--- src/rtl/sram_like_pkg.sv ---
// Shared encodings for the sram-like arbiter: access sizes and arbiter FSM states.
package sram_like_pkg;

  localparam logic [1:0] SZ_BYTE = 2'd0;
  localparam logic [1:0] SZ_HALF = 2'd1;
  localparam logic [1:0] SZ_WORD = 2'd2;

  typedef enum logic {
    ST_IDLE,
    ST_LOCKED
  } arb_state_e;

endpackage

--- src/rtl/owner_fifo.sv ---
// Synchronous FIFO holding the owning channel of each accepted, unanswered request.
// Pointers carry one extra wrap bit so full and empty are distinguishable.
module owner_fifo #(
  parameter int unsigned Width = 1,
  parameter int unsigned Depth = 4
) (
  input  logic                     clk_i,
  input  logic                     rst_ni,
  input  logic                     push_i,
  input  logic [Width-1:0]         data_i,
  input  logic                     pop_i,
  output logic [Width-1:0]         data_o,
  output logic                     full_o,
  output logic                     empty_o,
  output logic [$clog2(Depth):0]   count_o
);

  localparam int unsigned PW = $clog2(Depth);

  logic [Width-1:0] mem_q [Depth];
  logic [PW:0]      wr_ptr_q, rd_ptr_q;
  logic             do_push, do_pop;

  assign empty_o = (wr_ptr_q == rd_ptr_q);
  assign full_o  = (wr_ptr_q[PW] != rd_ptr_q[PW]) && (wr_ptr_q[PW-1:0] == rd_ptr_q[PW-1:0]);
  assign count_o = wr_ptr_q - rd_ptr_q;
  assign data_o  = mem_q[rd_ptr_q[PW-1:0]];
  assign do_push = push_i && !full_o;
  assign do_pop  = pop_i && !empty_o;

  always_ff @(posedge clk_i or negedge rst_ni) begin
    if (!rst_ni) begin
      wr_ptr_q <= '0;
      rd_ptr_q <= '0;
      for (int i = 0; i < int'(Depth); i++) mem_q[i] <= '0;
    end else begin
      if (do_push) begin
        mem_q[wr_ptr_q[PW-1:0]] <= data_i;
        wr_ptr_q                <= wr_ptr_q + (PW+1)'(1);
      end
      if (do_pop) rd_ptr_q <= rd_ptr_q + (PW+1)'(1);
    end
  end

endmodule

--- src/rtl/sram_like_arbiter.sv ---
// Arbitrates NCH sram-like master channels onto one slave bus, routing in-order responses back
// to their owners. Define SRAM_LIKE_ARB_RR_EN for round-robin instead of fixed priority.
module sram_like_arbiter
  import sram_like_pkg::*;
#(
  parameter int unsigned NCH     = 2,
  parameter int unsigned AW      = 32,
  parameter int unsigned DW      = 32,
  parameter int unsigned MAX_OUT = 4
) (
  input  logic                       clk,
  input  logic                       resetn,
  input  logic [NCH-1:0]             m_req,
  input  logic [NCH-1:0]             m_wr,
  input  logic [2*NCH-1:0]           m_size,
  input  logic [AW*NCH-1:0]          m_addr,
  input  logic [DW*NCH-1:0]          m_wdata,
  output logic [NCH-1:0]             m_addr_ok,
  output logic [NCH-1:0]             m_data_ok,
  output logic [DW-1:0]              m_rdata,
  output logic                       s_req,
  output logic                       s_wr,
  output logic [1:0]                 s_size,
  output logic [AW-1:0]              s_addr,
  output logic [DW-1:0]              s_wdata,
  input  logic                       s_addr_ok,
  input  logic                       s_data_ok,
  input  logic [DW-1:0]              s_rdata,
  output logic [$clog2(MAX_OUT):0]   outstanding,
  output logic                       err
);

  localparam int unsigned IW = (NCH > 1) ? $clog2(NCH) : 1;

  arb_state_e     state_q, state_d;
  logic [IW-1:0]  grant_q, grant_d;
  logic           err_q, err_d;
  logic [DW-1:0]  rdata_q, rdata_d;
  logic [IW-1:0]  winner, cur_ch, head;
  logic           sel_valid, full, empty, accept, pop;

`ifdef SRAM_LIKE_ARB_RR_EN
  logic [IW-1:0]  rr_q, rr_d;

  // Scan from the pointer upwards; the smallest offset is assigned last and wins.
  always_comb begin
    int idx;
    idx    = 0;
    winner = '0;
    for (int k = int'(NCH) - 1; k >= 0; k--) begin
      idx = int'(rr_q) + k;
      if (idx >= int'(NCH)) idx = idx - int'(NCH);
      if (m_req[idx]) winner = IW'(idx);
    end
  end

  always_comb begin
    int nxt;
    nxt  = int'(cur_ch) + 1;
    rr_d = rr_q;
    if (accept) rr_d = (nxt >= int'(NCH)) ? '0 : IW'(nxt);
  end

  always_ff @(posedge clk or negedge resetn) begin
    if (!resetn) rr_q <= '0;
    else         rr_q <= rr_d;
  end
`else
  always_comb begin
    winner = '0;
    for (int i = 0; i < int'(NCH); i++) begin
      if (m_req[i]) winner = IW'(i);
    end
  end
`endif

  // A locked grant keeps the downstream request stable until it is accepted.
  assign cur_ch    = (state_q == ST_LOCKED) ? grant_q : winner;
  assign sel_valid = (state_q == ST_LOCKED) ? m_req[grant_q] : |m_req;
  assign s_req     = resetn && !full && sel_valid;
  assign accept    = s_req && s_addr_ok;
  assign pop       = s_data_ok && !empty;
  assign err       = err_q;

  owner_fifo #(
    .Width (IW),
    .Depth (MAX_OUT)
  ) u_owner_fifo (
    .clk_i   (clk),
    .rst_ni  (resetn),
    .push_i  (accept),
    .data_i  (cur_ch),
    .pop_i   (pop),
    .data_o  (head),
    .full_o  (full),
    .empty_o (empty),
    .count_o (outstanding)
  );

  always_ff @(posedge clk or negedge resetn) begin
    if (!resetn) begin
      state_q <= ST_IDLE;
      grant_q <= '0;
      err_q   <= 1'b0;
      rdata_q <= '0;
    end else begin
      state_q <= state_d;
      grant_q <= grant_d;
      err_q   <= err_d;
      rdata_q <= rdata_d;
    end
  end

  always_comb begin
    state_d = state_q;
    grant_d = grant_q;
    err_d   = err_q;
    rdata_d = pop ? s_rdata : rdata_q;
    if (s_data_ok && empty) err_d = 1'b1;
    unique case (state_q)
      ST_IDLE: begin
        if (s_req && !s_addr_ok) begin
          state_d = ST_LOCKED;
          grant_d = winner;
        end
      end
      ST_LOCKED: begin
        if (!m_req[grant_q]) begin
          err_d   = 1'b1;
          state_d = ST_IDLE;
        end else if (s_addr_ok) begin
          state_d = ST_IDLE;
        end
      end
      default: state_d = ST_IDLE;
    endcase
  end

  always_comb begin
    m_addr_ok = '0;
    m_data_ok = '0;
    s_wr      = 1'b0;
    s_size    = SZ_BYTE;
    s_addr    = '0;
    s_wdata   = '0;
    if (accept) m_addr_ok[cur_ch] = 1'b1;
    if (pop)    m_data_ok[head]   = 1'b1;
    m_rdata = pop ? s_rdata : rdata_q;
    for (int i = 0; i < int'(NCH); i++) begin
      if (cur_ch == IW'(i)) begin
        s_wr    = m_wr[i];
        s_size  = m_size[2*i +: 2];
        s_addr  = m_addr[AW*i +: AW];
        s_wdata = m_wdata[DW*i +: DW];
      end
    end
  end

endmodule
--- config.mk ---
export PLATFORM = sky130hd
export DESIGN_NAME = sram_like_arbiter
export DESIGN_NICKNAME = d
export VERILOG_FILES = /design/src/rtl/sram_like_pkg.sv /design/src/rtl/owner_fifo.sv /design/src/rtl/sram_like_arbiter.sv
export SDC_FILE = /design/constraint.sdc
export NUM_CORES = 1
export LEC_CHECK = 0
export CAP_MARGIN = 10
export CELL_PAD_IN_SITES_DETAIL_PLACEMENT = 1
export CELL_PAD_IN_SITES_GLOBAL_PLACEMENT = 1
export CORE_MARGIN = 3
export CORE_UTILIZATION = 21
export CTS_BUF_LIST = sky130_fd_sc_hd__clkbuf_8
export DETAILED_ROUTE_END_ITERATION = 10
export PLACE_DENSITY_LB_ADDON = 0.1
export RECOVER_POWER = 50
export SYNTH_ARGS = -nofsm -noshare
export SYNTH_HDL_FRONTEND = slang
export SYNTH_HIERARCHICAL = 1
export SYNTH_SLANG_ARGS = --single-unit
--- constraint.sdc ---
create_clock -name clk -period 3 [get_ports clk]
set_clock_uncertainty 0.05 [all_clocks]
set_input_delay 0.45 -clock clk [delete_from_list [all_inputs] [get_ports clk]]
set_output_delay 0.45 -clock clk [all_outputs]
set_load 0.01 [all_outputs]
== Yosys cells after proc, flatten, opt, wreduce, memory -nomap -nowiden ==
Cells that the tools add are included.
Word-level totals
  flip-flop bits (word level): 45
  input bits: 172
  output and inout bits: 108
  word-level logic and storage cells: 73
Operators by class
  add/sub/neg operators: 3
  $lt $le $gt $ge: 8
  eq/ne operators: 3
  muxes and demuxes: 29
  bitwise gates (word level): 3
  reductions and logical operators: 17
Operator list (number)
  two-way mux 32 bit: 3
  two-way mux 1 bit: 17
  logical AND 1 bit: 12
  adder 3 x 1 -> 3 bit (second input constant): 2
  >= comparator 3 bit (second input constant): 2
  < comparator 1 x 2 -> 1 bit (second input constant): 3
  two-way mux 2 bit: 3
  NOT 2 -> 3 bit: 2
  bitwise mux 4 bit: 1
  == test 3 bit: 1
  logical NOT 1 bit: 3
  < comparator 3 x 1 -> 1 bit (second input constant): 1
  subtractor 3 bit: 1
  binary-select mux 1 bit (select 2 bit): 1
  demux 1 bit (select 1 bit): 2
  demux 1 bit (select 2 bit): 1
  == test 2 bit: 1
  >= comparator 1 bit (second input constant): 2
  case mux 1 bit (2 select lines): 1
  AND reduction 2 bit: 1
  OR reduction 2 bit: 1
  != test 1 bit: 1
  NOT 1 bit: 1

== Longest topological paths before layout ==
  depth in word-level cells: 9
  gate-level depth with buffers: 10
  depth with buffers taken out: 9

== Cells and area by module ==
The synthesis kept the hierarchy.
Modules (own cells, without submodules)
  sram_like_arbiter: instances 1, cells each 166, area each 2189.6 um^2, seq. area each 875.8 um^2
  owner_fifo: instances 1, cells each 53, area each 621.8 um^2, seq. area each 250.2 um^2

== Least setup slack after synthesis ==
OpenSTA, ideal clock, no wires.
  path kind: flip-flop to output port
  from: register u_owner_fifo.wr_ptr_q[0]
  to: output port m_rdata[10]
  arrival time: 2.074 ns
  data required time: 2.500 ns
  path slack: 0.426 ns
  stages on the path, launching flop included: 9
  buffers on the path: 2
  path through: dfrtp_1 -> inv_1 -> ha_1 -> nand2_1 -> nor2_1 -> nor2b_1 -> clkbuf_1 -> buf_2 -> mux2_2
On the way
  longest elaborated chain between the ends: 4
RTL lines
  start, declared: RTL line owner_fifo.sv:21  | logic [PW:0] wr_ptr_q, rd_ptr_q;
  start signal, assigned: RTL line owner_fifo.sv:39  | wr_ptr_q <= wr_ptr_q + (PW+1)'(1);
  == test 3 bit: RTL line owner_fifo.sv:24  | assign empty_o = (wr_ptr_q == rd_ptr_q);
  via empty: RTL line sram_like_arbiter.sv:40  | logic sel_valid, full, empty, accept, pop;
  logical NOT 1 bit: RTL line sram_like_arbiter.sv:82  | assign pop = s_data_ok && !empty;
  logical AND 1 bit: RTL line sram_like_arbiter.sv:82
  two-way mux 32 bit: RTL line sram_like_arbiter.sv:148  | m_rdata = pop ? s_rdata : rdata_q;
  end, declared: RTL line sram_like_arbiter.sv:20  | output logic [DW-1:0] m_rdata,
The timed path passes the listed nets, and every way through them passes these cells.

== Worst setup path after layout ==
  from: input port m_req[1]
  to: output port s_wdata[18]
On the way
  longest elaborated chain between the ends: 3
RTL lines
  start, declared: RTL line sram_like_arbiter.sv:13  | input logic [NCH-1:0] m_req,
  two-way mux 1 bit: RTL line sram_like_arbiter.sv:72  | if (m_req[i]) winner = IW'(i);
  two-way mux 1 bit: RTL line sram_like_arbiter.sv:78  | assign cur_ch = (state_q == ST_LOCKED) ? grant_q : winner;
  two-way mux 32 bit: RTL line sram_like_arbiter.sv:150  | if (cur_ch == IW'(i)) begin
  end, declared: RTL line sram_like_arbiter.sv:25  | output logic [DW-1:0] s_wdata,
No other way between the ends.

==> reports/metrics.cfg <==
[floorplanning]
initial_core_util_pct=21.8
die_h_um=122
rows=41
dieWidth_um=122
dieArea_um2=14800
ios=280
core_um2=12900

[worst_setup_path]
crit_path_cell_trace=clkdlybuf4s50_1 -> mux2i_4 -> buf_12 -> mux2_2 -> clkdlybuf4s50_1
cp-start-kind=primary input
worstPathArrival_ps=2380
critPathKind=in -> out
slowest_stage=clkdlybuf4s50_1
cp.required_ps=2500
cpPeakStageDelay_ps=530
crit_path_end_kind=primary output
crit_top_cell=clkdlybuf4s50_1
critPathLaunch=m_req[1]
cp_max_fo=43
r2r-start=u_owner_fifo/wr_ptr_q[0]

[cts]
ctsHoldBuffers=0
cts_max_path_buffers=2
cts_made_buffers=5
cts_sinks=45
cts.clk_slew.worst_paths_ps=80
cts_root_buf=clkbuf_8
insertion_delay_ps=300
cts_tree=done
htreeDepth=2

[sta]
setup_ws_ps=123
worst_hold_slack_ps=431
slew_violations=0
finalSetupViolCount=0
worstMarginPinSlew_ps=1170
fin_crit_sh_pct=95.9
rsz0062_at_grt=false
hold_violations=0
fmax_mhz=348
finalCriticalPeriod_ps=2880
slew_headroom_pct=22.3

[outcome]
status=finished, final reports clean

[power]
ir_drop_mv=0.219
leakage_nw=2.44
p_per_area_nw_per_um2=695

[yosys]
yosysTopAreaCell=dfrtp_1
synthTopCellsByArea=dfrtp_1 40%, mux2_2 39%, mux2_1 3.2%
synthDistinctLibCells=30
synth_edf_count=0
syn_avg_cell_area_um2=12.8
synth_top_flop_cell=dfrtp_1
netlist_top_cells_count=98 x mux2_2, 45 x dfrtp_1, 9 x buf_2
ys_seq_elements=45
syn-instance-count=219
ys_seq_area_share_pct=40.1
asyncSetResetFlopFracSynth_pct=100
syn-num-nets=399
synth_area_um2=2810
synth_top_area_share_pct=40.1
ys.warnings.count=6
yosysMostFrequentCell=mux2_2

[grt]
grt_pass1_wl_mm=19.3
grtUsageTotal_pct=17.1
met3_usage_pct=6.55
antenna_found_initial=2
grt_use_met1_pct=17.3
grt_pass1_vias=3359
met2_usage_pct=33.2
overflow=0
grt_busiest_layer=met2
grt_max_degree=47

[layout]
area_growth_pct=115
multiInputGateArea_um2=1650
finalNetCount=690
regArea_um2=1130
nFillCells=1398
post_route_cells_drive_above_1_share_pct=24.1

[flow_run]
maxCapViolations=0

[worst_hold_path]
min-delay-start=rdata_q[10]
hp-class=reg -> reg

[drt]
via_per_inst=4.37
firstDrtPassIters=4
avgRoutedWirePerCell_um=19.2
drc=0
routed_wl_mm=13.2
final_antenna_net_count=0
drt_iter0_drc=93
num_vias=2986

[placed_design]
io_buffers=279
dp.final_hpwl_mm=11.2
dp_slack_ps=-6.32
routabilityCongestion=0.780

-- power breakdown --
part           internal [mW]  switching (mW)  leakage, nW
combinational           1.62            1.18         1.86
sequential             0.902           0.134        0.527
clock                  0.158           0.204       0.0491
-- layer usage --
| layer | vias to the layer above | part of all wire (%) |
|---|---|---|
| li1 | 1375 | - |
| met1 | 1454 | 35 |
| met2 | 144 | 54 |
| met3 | 11 | 9.1 |
| met4 | 2 | 1.2 |
| met5 | - | 0.099 |
-- registers in the layout, summed over array words and instances, names as in the netlist --
signal	count
err	1
grant_q	1
u_owner_fifo/wr_ptr_q	3
u_owner_fifo/mem_q	4
state_q	1
rdata_q	32
u_owner_fifo/rd_ptr_q	3
-- repair_timing --
action / CTS / global route
pin swaps: 0 / 1
resized for setup: 35 / 7
setup endpoints to repair: 36 / 52
setup buffers: 4 / 0
endpoints found under the hold margin: 0 / 0
cloned: 2 / 0
-- per-stage QoR --
stage | power [mW] | setup TNS, ps | instance area [µm²] | utilization [%] | instances
6_report | 4.20 | 0 | 6040 | 46.9 | 684
5_1_grt | 4.51 | 0 | 6040 | 46.9 | 684
4_1_cts | 4.32 | 0 | 6030 | 46.8 | 683
3_5_place_dp | 3.95 | -6.78 | 5880 | 45.7 | 669
3_3_place_gp | 3.89 | 0 | 5880 | 45.7 | 669
2_1_floorplan | 2.39 | 0 | 2810 | - | 219
-- cell type report --
| type | count | area share, % |
|---|---|---|
| antenna | 1 | 0.0414 |
| clock buffer | 5 | 1.14 |
| clock inverter | 3 | 0.228 |
| inverter | 8 | 0.497 |
| multi-input combinational | 155 | 27.3 |
| sequential | 45 | 18.7 |
| tap | 172 | 3.56 |
| timing repair buffer | 295 | 48.6 |
-- cell families (layout without fill, tap and decap cells) --
group	count (synthesis)	after routing	synth area share, %
mux	110	110	44.3
flops	45	45	40.1
fa+ha+maj	8	8	3.83
compound gates	14	14	3.74
xor+xnor	5	5	1.82
simple gates	18	18	3.16
buf+inv	19	311	3.07
other cells	0	1	0
-- worst max-delay path: cells and delay by family --
family,cells,cell delay [ps]
buffers and inverters,3,1300
muxes,2,610
-- worst paths after layout --
path	slack, ps	to	depth (start not counted)
worst min-delay path	430	rdata_q[10]	1
worst max register to register	760	u_owner_fifo/mem_q[0]	9
worst min register to register	430	rdata_q[10]	1
worst max-delay path	120	s_wdata[18]	5
min in group asynchronous	460	rdata_q[19]	2
max in group asynchronous	1660	state_q	2
-- layout by cell type (no fill, tap or decap), types with 2 or more instances in the layout --
cell type,count
clkbuf_1,2
nor2_1,2
dlygate4sd3_1,5
buf_4,9
clkbuf_8,5
mux2_2,90
mux2_1,16
and3_1,2
xnor2_1,4
nand2_1,6
clkdlybuf4s50_1,239
buf_12,2
clkdlybuf4s25_1,2
dlygate4sd2_1,32
o211ai_1,3
clkinv_2,2
mux2i_1,2
inv_1,8
ha_1,6
o21ai_0,4
dfrtp_1,44
Power figures use the tool's default switching activity.
